===== src/rtl/hub75_pkg.sv =====
// Shared types and defaults for the HUB75 panel-side capture block.
// Contents: default geometry, write-out FSM state encoding, RGB pixel payload.
package hub75_pkg;

  localparam int unsigned COLS_DEF        = 64;
  localparam int unsigned ROW_BITS_DEF    = 4;
  localparam int unsigned SYNC_STAGES_DEF = 2;

  typedef enum logic [1:0] {
    IDLE    = 2'd0,
    WAIT_OE = 2'd1,
    WR_TOP  = 2'd2,
    WR_BOT  = 2'd3
  } state_e;

  typedef struct packed {
    logic r;
    logic g;
    logic b;
  } rgb3_t;

endpackage


===== src/rtl/hub75_rx_capture_if.sv =====
// HUB75 link plus frame-buffer write port seen by the capture block.
// master: panel driver side (drives HUB75 lines, observes writes/status).
// slave : capture side (receives HUB75 lines, drives writes/status).
interface hub75_rx_capture_if #(
  parameter int unsigned COLS     = 64,
  parameter int unsigned ROW_BITS = 4
);
  import hub75_pkg::*;

  localparam int unsigned COL_W = $clog2(COLS);

  // HUB75 lines
  logic hub_sclk;
  logic A, B, C, D;
  logic R0, G0, B0;
  logic R1, G1, B1;
  logic OE;
  logic LAT;

  // Frame-buffer write port and status
  logic                wr_en;
  logic [ROW_BITS:0]   wr_row;
  logic [COL_W-1:0]    wr_col;
  rgb3_t               wr_rgb;
  logic                frame_done;
  logic                busy;
  logic                len_err;
  logic                ovr_err;

  modport master (
    output hub_sclk, A, B, C, D, R0, G0, B0, R1, G1, B1, OE, LAT,
    input  wr_en, wr_row, wr_col, wr_rgb, frame_done, busy, len_err, ovr_err
  );

  modport slave (
    input  hub_sclk, A, B, C, D, R0, G0, B0, R1, G1, B1, OE, LAT,
    output wr_en, wr_row, wr_col, wr_rgb, frame_done, busy, len_err, ovr_err
  );

endinterface


===== src/rtl/hub75_sync_edge.sv =====
// N-stage synchronizer with a rising-edge detector on the synchronized copy.
// Ports: clk, rst_n (async active-low), din (async input),
//        sync_o (last synchronizer stage), rise_c (sync_o rose this cycle).
module hub75_sync_edge #(
  parameter int unsigned STAGES = 2,
  parameter int unsigned WIDTH  = 1
) (
  input  logic             clk,
  input  logic             rst_n,
  input  logic [WIDTH-1:0] din,
  output logic [WIDTH-1:0] sync_o,
  output logic [WIDTH-1:0] rise_c
);

  logic [STAGES-1:0][WIDTH-1:0] stage_q, stage_d;
  logic [WIDTH-1:0]             prev_q, prev_d;

  // Shift the input through the stages; prev holds the last stage one cycle late.
  always_comb begin
    stage_d = {stage_q[STAGES-2:0], din};
    prev_d  = stage_q[STAGES-1];
  end

  always_ff @(posedge clk or negedge rst_n) begin
    if (!rst_n) begin
      stage_q <= '0;
      prev_q  <= '0;
    end else begin
      stage_q <= stage_d;
      prev_q  <= prev_d;
    end
  end

  assign sync_o = stage_q[STAGES-1];
  assign rise_c = stage_q[STAGES-1] & ~prev_q;

endmodule


===== src/rtl/hub75_rx_capture.sv =====
// HUB75 panel-side receiver: oversamples the HUB75 lines on clk, rebuilds each
// latched row pair and writes it pixel by pixel into a frame-buffer write port.
// Ports: clk, rst (async active-low), bus (hub75_rx_capture_if.slave):
//   in : hub_sclk, A..D, R0/G0/B0, R1/G1/B1, OE, LAT
//   out: wr_en, wr_row, wr_col, wr_rgb, frame_done, busy, len_err, ovr_err
// Build option HUB75_RX_OE_GATE_EN: hold write-out in WAIT_OE until synced OE is low.
module hub75_rx_capture
  import hub75_pkg::*;
#(
  parameter int unsigned COLS        = COLS_DEF,
  parameter int unsigned ROW_BITS    = ROW_BITS_DEF,
  parameter int unsigned SYNC_STAGES = SYNC_STAGES_DEF
) (
  input  logic              clk,
  input  logic              rst,
  hub75_rx_capture_if.slave bus
);

  localparam int unsigned COL_W = $clog2(COLS);
  localparam int unsigned CNT_W = $clog2(COLS + 2);

  localparam logic [CNT_W-1:0]    CNT_FULL = CNT_W'(COLS);
  localparam logic [CNT_W-1:0]    CNT_SAT  = CNT_W'(COLS + 1);
  localparam logic [COL_W-1:0]    COL_LAST = COL_W'(COLS - 1);
  localparam logic [ROW_BITS-1:0] ROW_LAST = '1;

  // Input synchronization
  logic       sclk_lvl, sclk_rise;
  logic       lat_lvl, lat_rise;
  logic       oe_lvl, oe_rise;
  logic [9:0] data_lvl, data_rise;

  hub75_sync_edge #(.STAGES(SYNC_STAGES), .WIDTH(1)) u_sync_sclk (
    .clk(clk), .rst_n(rst), .din(bus.hub_sclk), .sync_o(sclk_lvl), .rise_c(sclk_rise)
  );

  hub75_sync_edge #(.STAGES(SYNC_STAGES), .WIDTH(1)) u_sync_lat (
    .clk(clk), .rst_n(rst), .din(bus.LAT), .sync_o(lat_lvl), .rise_c(lat_rise)
  );

  hub75_sync_edge #(.STAGES(SYNC_STAGES), .WIDTH(1)) u_sync_oe (
    .clk(clk), .rst_n(rst), .din(bus.OE), .sync_o(oe_lvl), .rise_c(oe_rise)
  );

  // Address and colour share one synchronizer so they stay aligned with sclk/LAT.
  hub75_sync_edge #(.STAGES(SYNC_STAGES), .WIDTH(10)) u_sync_data (
    .clk(clk), .rst_n(rst),
    .din({bus.D, bus.C, bus.B, bus.A, bus.R0, bus.G0, bus.B0, bus.R1, bus.G1, bus.B1}),
    .sync_o(data_lvl), .rise_c(data_rise)
  );

`ifdef HUB75_RX_OE_GATE_EN
  logic unused_c;
  assign unused_c = ^{sclk_lvl, lat_lvl, oe_rise, data_rise};
`else
  logic unused_c;
  assign unused_c = ^{sclk_lvl, lat_lvl, oe_lvl, oe_rise, data_rise};
`endif

  logic [ROW_BITS-1:0] row_addr_c;
  rgb3_t               rgb0_c, rgb1_c;

  assign row_addr_c = ROW_BITS'(data_lvl[9:6]);
  assign rgb0_c     = data_lvl[5:3];
  assign rgb1_c     = data_lvl[2:0];

  // State
  rgb3_t [COLS-1:0]    top_sr_q, top_sr_d, bot_sr_q, bot_sr_d;
  rgb3_t [COLS-1:0]    hold_top_q, hold_top_d, hold_bot_q, hold_bot_d;
  logic [CNT_W-1:0]    shift_cnt_q, shift_cnt_d;
  logic [ROW_BITS-1:0] row_q, row_d;
  logic [ROW_BITS-1:0] last_row_q, last_row_d;
  state_e              state_q, state_d;

  logic                wr_en_q, wr_en_d;
  logic [ROW_BITS:0]   wr_row_q, wr_row_d;
  logic [COL_W-1:0]    wr_col_q, wr_col_d;
  rgb3_t               wr_rgb_q, wr_rgb_d;
  logic                frame_done_q, frame_done_d;
  logic                busy_q, busy_d;
  logic                len_err_q, len_err_d;
  logic                ovr_err_q, ovr_err_d;
  logic                accept_c;

  // Shift, latch and write-out sequencing; shift is applied before the latch so a
  // coincident sclk edge lands in the committed row.
  always_comb begin
    top_sr_d     = top_sr_q;
    bot_sr_d     = bot_sr_q;
    hold_top_d   = hold_top_q;
    hold_bot_d   = hold_bot_q;
    shift_cnt_d  = shift_cnt_q;
    row_d        = row_q;
    last_row_d   = last_row_q;
    state_d      = state_q;
    wr_en_d      = 1'b0;
    wr_row_d     = '0;
    wr_col_d     = '0;
    wr_rgb_d     = '0;
    frame_done_d = 1'b0;
    len_err_d    = len_err_q;
    ovr_err_d    = ovr_err_q;
    accept_c     = 1'b0;

    if (sclk_rise) begin
      top_sr_d = {top_sr_q[COLS-2:0], rgb0_c};
      bot_sr_d = {bot_sr_q[COLS-2:0], rgb1_c};
      if (shift_cnt_q != CNT_SAT) begin
        shift_cnt_d = CNT_W'(shift_cnt_q + 1'b1);
      end
    end

    if (lat_rise) begin
      if (state_q != IDLE) begin
        ovr_err_d = 1'b1;
      end else begin
        accept_c     = 1'b1;
        hold_top_d   = top_sr_d;
        hold_bot_d   = bot_sr_d;
        row_d        = row_addr_c;
        last_row_d   = row_addr_c;
        frame_done_d = (row_addr_c == '0) && (last_row_q == ROW_LAST);
        if (shift_cnt_d != CNT_FULL) begin
          len_err_d = 1'b1;
        end
        shift_cnt_d = '0;
      end
    end

    // Output registers carry the pixel being presented; col 0 is the last-shifted pixel.
    unique case (state_q)
      IDLE: begin
        if (accept_c) begin
`ifdef HUB75_RX_OE_GATE_EN
          state_d = WAIT_OE;
`else
          state_d  = WR_TOP;
          wr_en_d  = 1'b1;
          wr_row_d = {1'b0, row_addr_c};
          wr_rgb_d = hold_top_d[0];
`endif
        end
      end
`ifdef HUB75_RX_OE_GATE_EN
      WAIT_OE: begin
        if (!oe_lvl) begin
          state_d  = WR_TOP;
          wr_en_d  = 1'b1;
          wr_row_d = {1'b0, row_q};
          wr_rgb_d = hold_top_q[0];
        end
      end
`endif
      WR_TOP: begin
        wr_en_d = 1'b1;
        if (wr_col_q == COL_LAST) begin
          state_d  = WR_BOT;
          wr_row_d = {1'b1, row_q};
          wr_rgb_d = hold_bot_q[0];
        end else begin
          wr_row_d = {1'b0, row_q};
          wr_col_d = COL_W'(wr_col_q + 1'b1);
          wr_rgb_d = hold_top_q[wr_col_d];
        end
      end
      WR_BOT: begin
        if (wr_col_q == COL_LAST) begin
          state_d = IDLE;
        end else begin
          wr_en_d  = 1'b1;
          wr_row_d = {1'b1, row_q};
          wr_col_d = COL_W'(wr_col_q + 1'b1);
          wr_rgb_d = hold_bot_q[wr_col_d];
        end
      end
      default: state_d = IDLE;
    endcase

    busy_d = (state_d != IDLE);
  end

  always_ff @(posedge clk or negedge rst) begin
    if (!rst) begin
      top_sr_q     <= '0;
      bot_sr_q     <= '0;
      hold_top_q   <= '0;
      hold_bot_q   <= '0;
      shift_cnt_q  <= '0;
      row_q        <= '0;
      last_row_q   <= '0;
      state_q      <= IDLE;
      wr_en_q      <= 1'b0;
      wr_row_q     <= '0;
      wr_col_q     <= '0;
      wr_rgb_q     <= '0;
      frame_done_q <= 1'b0;
      busy_q       <= 1'b0;
      len_err_q    <= 1'b0;
      ovr_err_q    <= 1'b0;
    end else begin
      top_sr_q     <= top_sr_d;
      bot_sr_q     <= bot_sr_d;
      hold_top_q   <= hold_top_d;
      hold_bot_q   <= hold_bot_d;
      shift_cnt_q  <= shift_cnt_d;
      row_q        <= row_d;
      last_row_q   <= last_row_d;
      state_q      <= state_d;
      wr_en_q      <= wr_en_d;
      wr_row_q     <= wr_row_d;
      wr_col_q     <= wr_col_d;
      wr_rgb_q     <= wr_rgb_d;
      frame_done_q <= frame_done_d;
      busy_q       <= busy_d;
      len_err_q    <= len_err_d;
      ovr_err_q    <= ovr_err_d;
    end
  end

  assign bus.wr_en      = wr_en_q;
  assign bus.wr_row     = wr_row_q;
  assign bus.wr_col     = wr_col_q;
  assign bus.wr_rgb     = wr_rgb_q;
  assign bus.frame_done = frame_done_q;
  assign bus.busy       = busy_q;
  assign bus.len_err    = len_err_q;
  assign bus.ovr_err    = ovr_err_q;

endmodule

===== src/flat_wrapper.sv =====
// flat-port wrapper written by rule: the top's interface ports become plain ports
module hub75_rx_capture_flat import hub75_pkg::*;
#(
  parameter int unsigned COLS        = COLS_DEF,
  parameter int unsigned ROW_BITS    = ROW_BITS_DEF,
  parameter int unsigned SYNC_STAGES = SYNC_STAGES_DEF
)
  (clk, rst, bus_hub_sclk, bus_A, bus_B, bus_C, bus_D, bus_R0, bus_G0, bus_B0, bus_R1, bus_G1, bus_B1, bus_OE, bus_LAT, bus_wr_en, bus_wr_row, bus_wr_col, bus_wr_rgb, bus_frame_done, bus_busy, bus_len_err, bus_ovr_err);
  hub75_rx_capture_if #(.COLS(COLS), .ROW_BITS(ROW_BITS)) bus_i ();
  input  logic clk;
  input  logic rst;
  input wire logic [$bits(bus_i.hub_sclk)-1:0] bus_hub_sclk;
  input wire logic [$bits(bus_i.A)-1:0] bus_A;
  input wire logic [$bits(bus_i.B)-1:0] bus_B;
  input wire logic [$bits(bus_i.C)-1:0] bus_C;
  input wire logic [$bits(bus_i.D)-1:0] bus_D;
  input wire logic [$bits(bus_i.R0)-1:0] bus_R0;
  input wire logic [$bits(bus_i.G0)-1:0] bus_G0;
  input wire logic [$bits(bus_i.B0)-1:0] bus_B0;
  input wire logic [$bits(bus_i.R1)-1:0] bus_R1;
  input wire logic [$bits(bus_i.G1)-1:0] bus_G1;
  input wire logic [$bits(bus_i.B1)-1:0] bus_B1;
  input wire logic [$bits(bus_i.OE)-1:0] bus_OE;
  input wire logic [$bits(bus_i.LAT)-1:0] bus_LAT;
  output wire logic [$bits(bus_i.wr_en)-1:0] bus_wr_en;
  output wire logic [$bits(bus_i.wr_row)-1:0] bus_wr_row;
  output wire logic [$bits(bus_i.wr_col)-1:0] bus_wr_col;
  output wire logic [$bits(bus_i.wr_rgb)-1:0] bus_wr_rgb;
  output wire logic [$bits(bus_i.frame_done)-1:0] bus_frame_done;
  output wire logic [$bits(bus_i.busy)-1:0] bus_busy;
  output wire logic [$bits(bus_i.len_err)-1:0] bus_len_err;
  output wire logic [$bits(bus_i.ovr_err)-1:0] bus_ovr_err;
  assign bus_i.hub_sclk = bus_hub_sclk;
  assign bus_i.A = bus_A;
  assign bus_i.B = bus_B;
  assign bus_i.C = bus_C;
  assign bus_i.D = bus_D;
  assign bus_i.R0 = bus_R0;
  assign bus_i.G0 = bus_G0;
  assign bus_i.B0 = bus_B0;
  assign bus_i.R1 = bus_R1;
  assign bus_i.G1 = bus_G1;
  assign bus_i.B1 = bus_B1;
  assign bus_i.OE = bus_OE;
  assign bus_i.LAT = bus_LAT;
  assign bus_wr_en = bus_i.wr_en;
  assign bus_wr_row = bus_i.wr_row;
  assign bus_wr_col = bus_i.wr_col;
  assign bus_wr_rgb = bus_i.wr_rgb;
  assign bus_frame_done = bus_i.frame_done;
  assign bus_busy = bus_i.busy;
  assign bus_len_err = bus_i.len_err;
  assign bus_ovr_err = bus_i.ovr_err;
  hub75_rx_capture #(.COLS(COLS), .ROW_BITS(ROW_BITS), .SYNC_STAGES(SYNC_STAGES)) u_core (.clk(clk), .rst(rst), .bus(bus_i));
endmodule

===== config.mk =====
export PLATFORM = sky130hd
export DESIGN_NAME = hub75_rx_capture_flat
export DESIGN_NICKNAME = d
export VERILOG_FILES = /design/src/rtl/hub75_pkg.sv /design/src/rtl/hub75_rx_capture_if.sv /design/src/rtl/hub75_sync_edge.sv /design/src/rtl/hub75_rx_capture.sv /design/src/flat_wrapper.sv
export SDC_FILE = /design/constraint.sdc
export NUM_CORES = 2
export LEC_CHECK = 0
export ABC_AREA = 1
export CAP_MARGIN = 10
export CELL_PAD_IN_SITES_DETAIL_PLACEMENT = 1
export CELL_PAD_IN_SITES_GLOBAL_PLACEMENT = 2
export CORE_MARGIN = 1
export CORE_UTILIZATION = 43
export CTS_CLUSTER_DIAMETER = 200
export DETAILED_ROUTE_END_ITERATION = 10
export PLACE_DENSITY_LB_ADDON = 0.25
export SLEW_MARGIN = 20
export SYNTH_ARGS = -nofsm -noshare
export SYNTH_HDL_FRONTEND = slang
export SYNTH_HIERARCHICAL = 1
export SYNTH_SLANG_ARGS = --single-unit
export TNS_END_PERCENT = 30

===== constraint.sdc =====
create_clock -name clk -period 3.7 [get_ports clk]
set_input_delay 0.74 -clock clk [delete_from_list [all_inputs] [get_ports clk]]
set_output_delay 0.74 -clock clk [all_outputs]
set_load 0.005 [all_outputs]

==> results.toml <==
[synthesis]
yosysWarnings = 6
syn_inst = 3983
syn-num-nets = 4001
synth_area_um2 = 34300
synth.avg_cell_area_um2 = 8.62

[pwr]
pwr-share-seq = 0.391
p_clk_frac = 0.356
swShare = 0.333
pwr-share-comb = 0.253
p_leak_nw = 18.1
p_int_mw = 16.8
power_switching_mw = 8.39
power_density_nw_per_um2 = 650
ir_worst_vdd_mv = 0.648

[clock_network]
cts_made_buffers = 92
clk_latency_ns = 0.62
path_clk_slew_ns = 0.06
ctsHoldBuffers = 0
post_cts_buffers = 0
cts.sinks = 826
cts.htree.levels = 3
cts.path.max_buffers = 3
cts_resized = 0
clk_root_buffer_cell = "clkbuf_16"
cts_tree = "yes"

[timing]
worstMarginPinSlew_ns = 0.979
hold_slack_ns = 0.0860
period_needed_ns = 2.70
fmax_ghz = 0.371
hold_viol_final = 0
rsz0062_at_grt = "false"
clock_skew_ns = 0.0146
period_share = 0.728
finalSetupTns_ns = 0
relSlewSlack = 0.346
slew_violations = 0
setup_viol = 0

[worst_setup_path]
r2r-start = "u_core/bus.wr_col[0]"
crit_fanout = 29
r2r_cells = 12
worstPathRequired_ns = 4.20
arrival_ns = 3.19
crit_type = "flip-flop to flip-flop"
endpoint_kind = "flip-flop"
startpoint = "u_core/bus.wr_col[0]"
start_kind = "flip-flop"

[floorplan]
start_util = 0.435
dieArea_um2 = 81000
rows = 103
core-area_um2 = 79000
pin_count = 34
fp.dieH_um = 285
die_w_um = 285

[route]
drtIter0Drc = 1477
routed-wl-met2_um = 40900
dr.pass1.iters = 5
wl_um = 87500
avgViaCountPerCell = 5.09
top_layer = "met4"
dr_total_vias = 25700
wl_per_cell_um = 17.4
postRouteAntennaNets = 0
wl_met3_um = 1960
drc_errors = 0
wl_met1_um = 42400

[global_route]
first_global_vias = 27500
grt_pass1_wl_um = 148000
grt_max_degree = 179
grt_usage = 0.225
overflow = 0
antenna_found_initial = 0

[layout]
fin_cells = 5040
multi_input_area_um2 = 10700
fillers = 9233
fin_nets = 3943
n_antenna_cell = 0
seqCellArea_um2 = 20700
syn2layout_area_growth_pct = 12.8
drive_above_1_share = 0.0556
final_core_util = 0.491
mostFrequentLayoutCell = "nand2_1"
final_cell_mix = "nand2_1, dfrtp_1, o21ai_0"

[placement]
gp_congestion = 0.746
dp_cells = 4881
dp_hpwl_um = 49500
portBuffers = 32

[job]
cap_violations = 0

[status]
status = "completed"

[worst_hold_path]
hold_path_class = "input port to asynchronous set/reset pin"
==> registers in the layout (all words and copies together), names as in the netlist, 2 cells and up <==
register and flops:
u_core/bus.wr_col 6, u_core/hold_bot_q 192, u_core/bus.wr_row 5, u_core/bus.wr_rgb 3, u_core/state_q 2, u_core/shift_cnt_q 7
u_core/last_row_q 4, u_core/u_sync_data/sync_o 10, u_core/u_sync_data/stage_d 10, u_core/bot_sr_q 192, u_core/top_sr_q 192, u_core/hold_top_q 192
==> through the flow <==
stage,power (mW),cell area (µm²),setup slack (ns)
6_report,25.2,38700,1.00
3_3_place_gp,16.3,35800,1.04
4_1_cts,25.6,38700,0.964
2_1_floorplan,13.8,34300,1.78
5_1_grt,26.6,38700,0.820
3_5_place_dp,16.4,35800,0.999
==> cell type report <==
type                    instances  share of cell area
repair buffers                 99              0.0294
inverters                     510              0.0499
flip-flops and latches        826               0.534
clock inverters                16             0.00475
clock buffers                 143              0.0714
well taps                    1050              0.0339
multi-input cells            2396               0.277
==> path summary, 6_finish.rpt <==
kind	endpoint	slack [ns]
min in group clk	u_core/u_sync_data/sync_o[8]	0.35
worst min register to register	u_core/u_sync_data/sync_o[8]	0.35
worst min-delay path	u_core/bot_sr_q[31]	0.09
worst max-delay path	u_core/bus.wr_rgb[1]	1.00
max in group asynchronous	u_core/hold_bot_q[115]	2.47
worst max register to register	u_core/bus.wr_rgb[1]	1.00
==> metal layers <==
metal / vias to the layer above / global-route usage
met5: - / 0
met4: 0 / 0.0633
met3: 113 / 0.0243
met2: 224 / 0.366
met1: 12900 / 0.320
li1: 12400 / -
==> critical path, cell delays in order (launching register included) <==
cell and delay [ns]:
dfrtp_4 0.56, buf_4 0.27, inv_4 0.31, buf_4 0.34, nand2_1 0.09, nand3_1 0.08
nand3_1 0.09, nand3_1 0.12, nand3_1 0.15, nand3_1 0.20, nand3_1 0.17, nand2_1 0.11
nand2_1 0.06
==> power groups by stage <==
stage	Clock [mW]	Combinational, mW	Sequential [mW]
after floorplan	0	3.84	9.91
after global placement	0	6.35	9.99
after detailed placement	0	6.42	10.0
after CTS	9.25	6.47	9.86
after global routing	9.58	7.05	9.92
final	8.96	6.38	9.86
No activity file was read; power rests on OpenSTA's default activity.
==> patch, RTL diff (config.mk and constraints unchanged) <==
The package constant `ROW_BITS_DEF` goes from 4 to 3.
--- a/src/rtl/hub75_pkg.sv
+++ b/src/rtl/hub75_pkg.sv
@@ -4,5 +4,5 @@
 
   localparam int unsigned COLS_DEF        = 64;
-  localparam int unsigned ROW_BITS_DEF    = 4;
+  localparam int unsigned ROW_BITS_DEF    = 3;
   localparam int unsigned SYNC_STAGES_DEF = 2;
 
Ports: changed (resized bus_wr_row); port bits go from 34 to 33. The function was not compared with the original's and may differ.
==> patch against the original RTL <==
- wire length grew 0.59%
- sequential cell count down 4
- power increased by 0.42%
- setup slack worse by 0.079 ns
- sequential share of layout area fell by 0.17 points
- area after synthesis down 0.37%
- cell area down 0.16%
- via count barely moved
- critical endpoint is now u_core/bus.wr_rgb[0]
- largest power group unchanged
- highest routed layer unchanged
==> patch: results (changes against the original RTL) <==
* Status: finished clean
* Reg-to-reg endpoint: u_core/bus.wr_rgb[0]
* Worst clock skew at 0.02715 ns (+0.01257 ns)
* Routed len/inst at 17.49 microns (+0.81%)
* H-tree depth at 3 (unchanged)
* Initial antenna violation count at 0 (unchanged)
* Share of cells above drive strength 1 at 5.554% (-0.0098 points)
* GRT Util Overall at 22.74% (+0.20 points)
* Via count at 25670 (+0.062%)
* Hold WC Path Type: input pin to async pin
* Layout net count at 3929 (-0.36%)
* Lkg Pwr at 18.04 nW (-0.15%)
* Worst slew margin at 20.33% (-14 points)
* Total setup buffers inserted after CTS at 0 (unchanged)
* R2R Setup Slk at 0.93 ns (-0.08 ns)
* DPL Wire Length at 49580 microns (+0.22%)
* Clock tree buffer depth at 3 (unchanged)
* CP arrival at 3.29 ns (+0.10 ns)
* Max-Cap Viols at 0 (unchanged)
* Max VDD drop at 0.0007757 V (+20%)
* Synthesized net count at 3991 (-0.25%)
* Num CTS Buffers at 90 (-2.2%)
* GPL Wtd Cong at 0.7338 (-1.7%)
* Synth Warn # at 6 (unchanged)
* Starting DRT DRC Count at 1588 (+7.5%)
* Clock slew at reported path FFs at 0.06 ns (about the same)
* Placed Instance Area at 35700 sq um (-0.27%)
* IO buf count at 30 (-6.3%)
* N_diodes at 0 (unchanged)
* Reg2reg path depth at 10 (-2)
* Clk_lat worst skew at 0.64 ns (+0.02 ns)
* First-pass GRT wire length at 149100 microns (+0.61%)
* Switching Share at 33.47% (+0.16 points)
* Vias in the first global route at 27730 (+0.93%)
* Cts repair resizes at 0 (unchanged)
* Pin count of the biggest net entering global routing at 217 (+21%)
* Root buffer cell: clkbuf_16
* RR Startpoint: u_core/bus.wr_col[0]
* CP Max Fanout at 76 (+160%)
* TritonRoute pass-1 iters at 5 (unchanged)
==> patch: cell type report <==
type / instances / area (sq um)
fillers: 9208 / 40180
flip-flops and latches: 822 / 20570
multi-input cells: 2392 / 10720
clock buffers: 147 / 2813
inverters: 509 / 1931
well taps: 1050 / 1314
repair buffers: 96 / 1164
clock inverters: 13 / 172.7
==> patch: power groups by stage <==
stage | registers, W | clock network [W] | logic, W
after detailed placement | 0.0100 | 0 | 0.00649
after global placement | 0.00997 | 0 | 0.00641
final | 0.00984 | 0.00903 | 0.00643
after CTS | 0.00984 | 0.00930 | 0.00654
after global routing | 0.00990 | 0.00964 | 0.00709
after floorplan | 0.00986 | 0 | 0.00383
==> patch: through the flow <==
step                util, %  std cells  setup slack (ns)  hold slack, ns
global route          49.05       5029            0.7643          0.1706
floorplan                 -       3973             1.777          0.3312
finish                49.05       5029            0.9256          0.1402
global placement      45.27       4869            0.9306          0.3324
CTS                   49.05       5029            0.9111          0.1301
detailed placement    45.27       4869            0.9358          0.3364
==> patch: how the worst max path moves through the flow <==
stage | start | end | slack (ns) | depth (start not counted)
3_5_place_dp | u_core/bus.wr_col[0] | u_core/bus.wr_rgb[1] | 0.94 | 12
2_1_floorplan | u_core/bus.wr_col[0] | u_core/bus.wr_rgb[1] | 1.78 | 13
6_report | u_core/bus.wr_col[0] | u_core/bus.wr_rgb[0] | 0.93 | 10
3_3_place_gp | u_core/bus.wr_col[0] | u_core/bus.wr_rgb[1] | 0.93 | 12
5_1_grt | u_core/bus.wr_col[0] | u_core/bus.wr_rgb[0] | 0.76 | 10
4_1_cts | u_core/bus.wr_col[0] | u_core/bus.wr_rgb[1] | 0.91 | 12
==> patch: worst max-delay path, stage by stage (launching register included) <==
cell     delay [ns]
dfrtp_4        0.62
buf_4          0.80
nand2_1        0.15
nand3_1        0.13
nand3_1        0.11
nand3_1        0.11
nand3_1        0.19
nand3_1        0.19
nand2_1        0.08
a21oi_1        0.15
nand2_1        0.07
==> patch: metal layers <==
metal	GRT usage (%)	wire (microns)	vias up
met5	0	0	-
met4	5.591	1514	0
met3	2.576	2459	106
met2	37.68	41620	269
met1	31.95	42380	12900
li1	-	-	12400
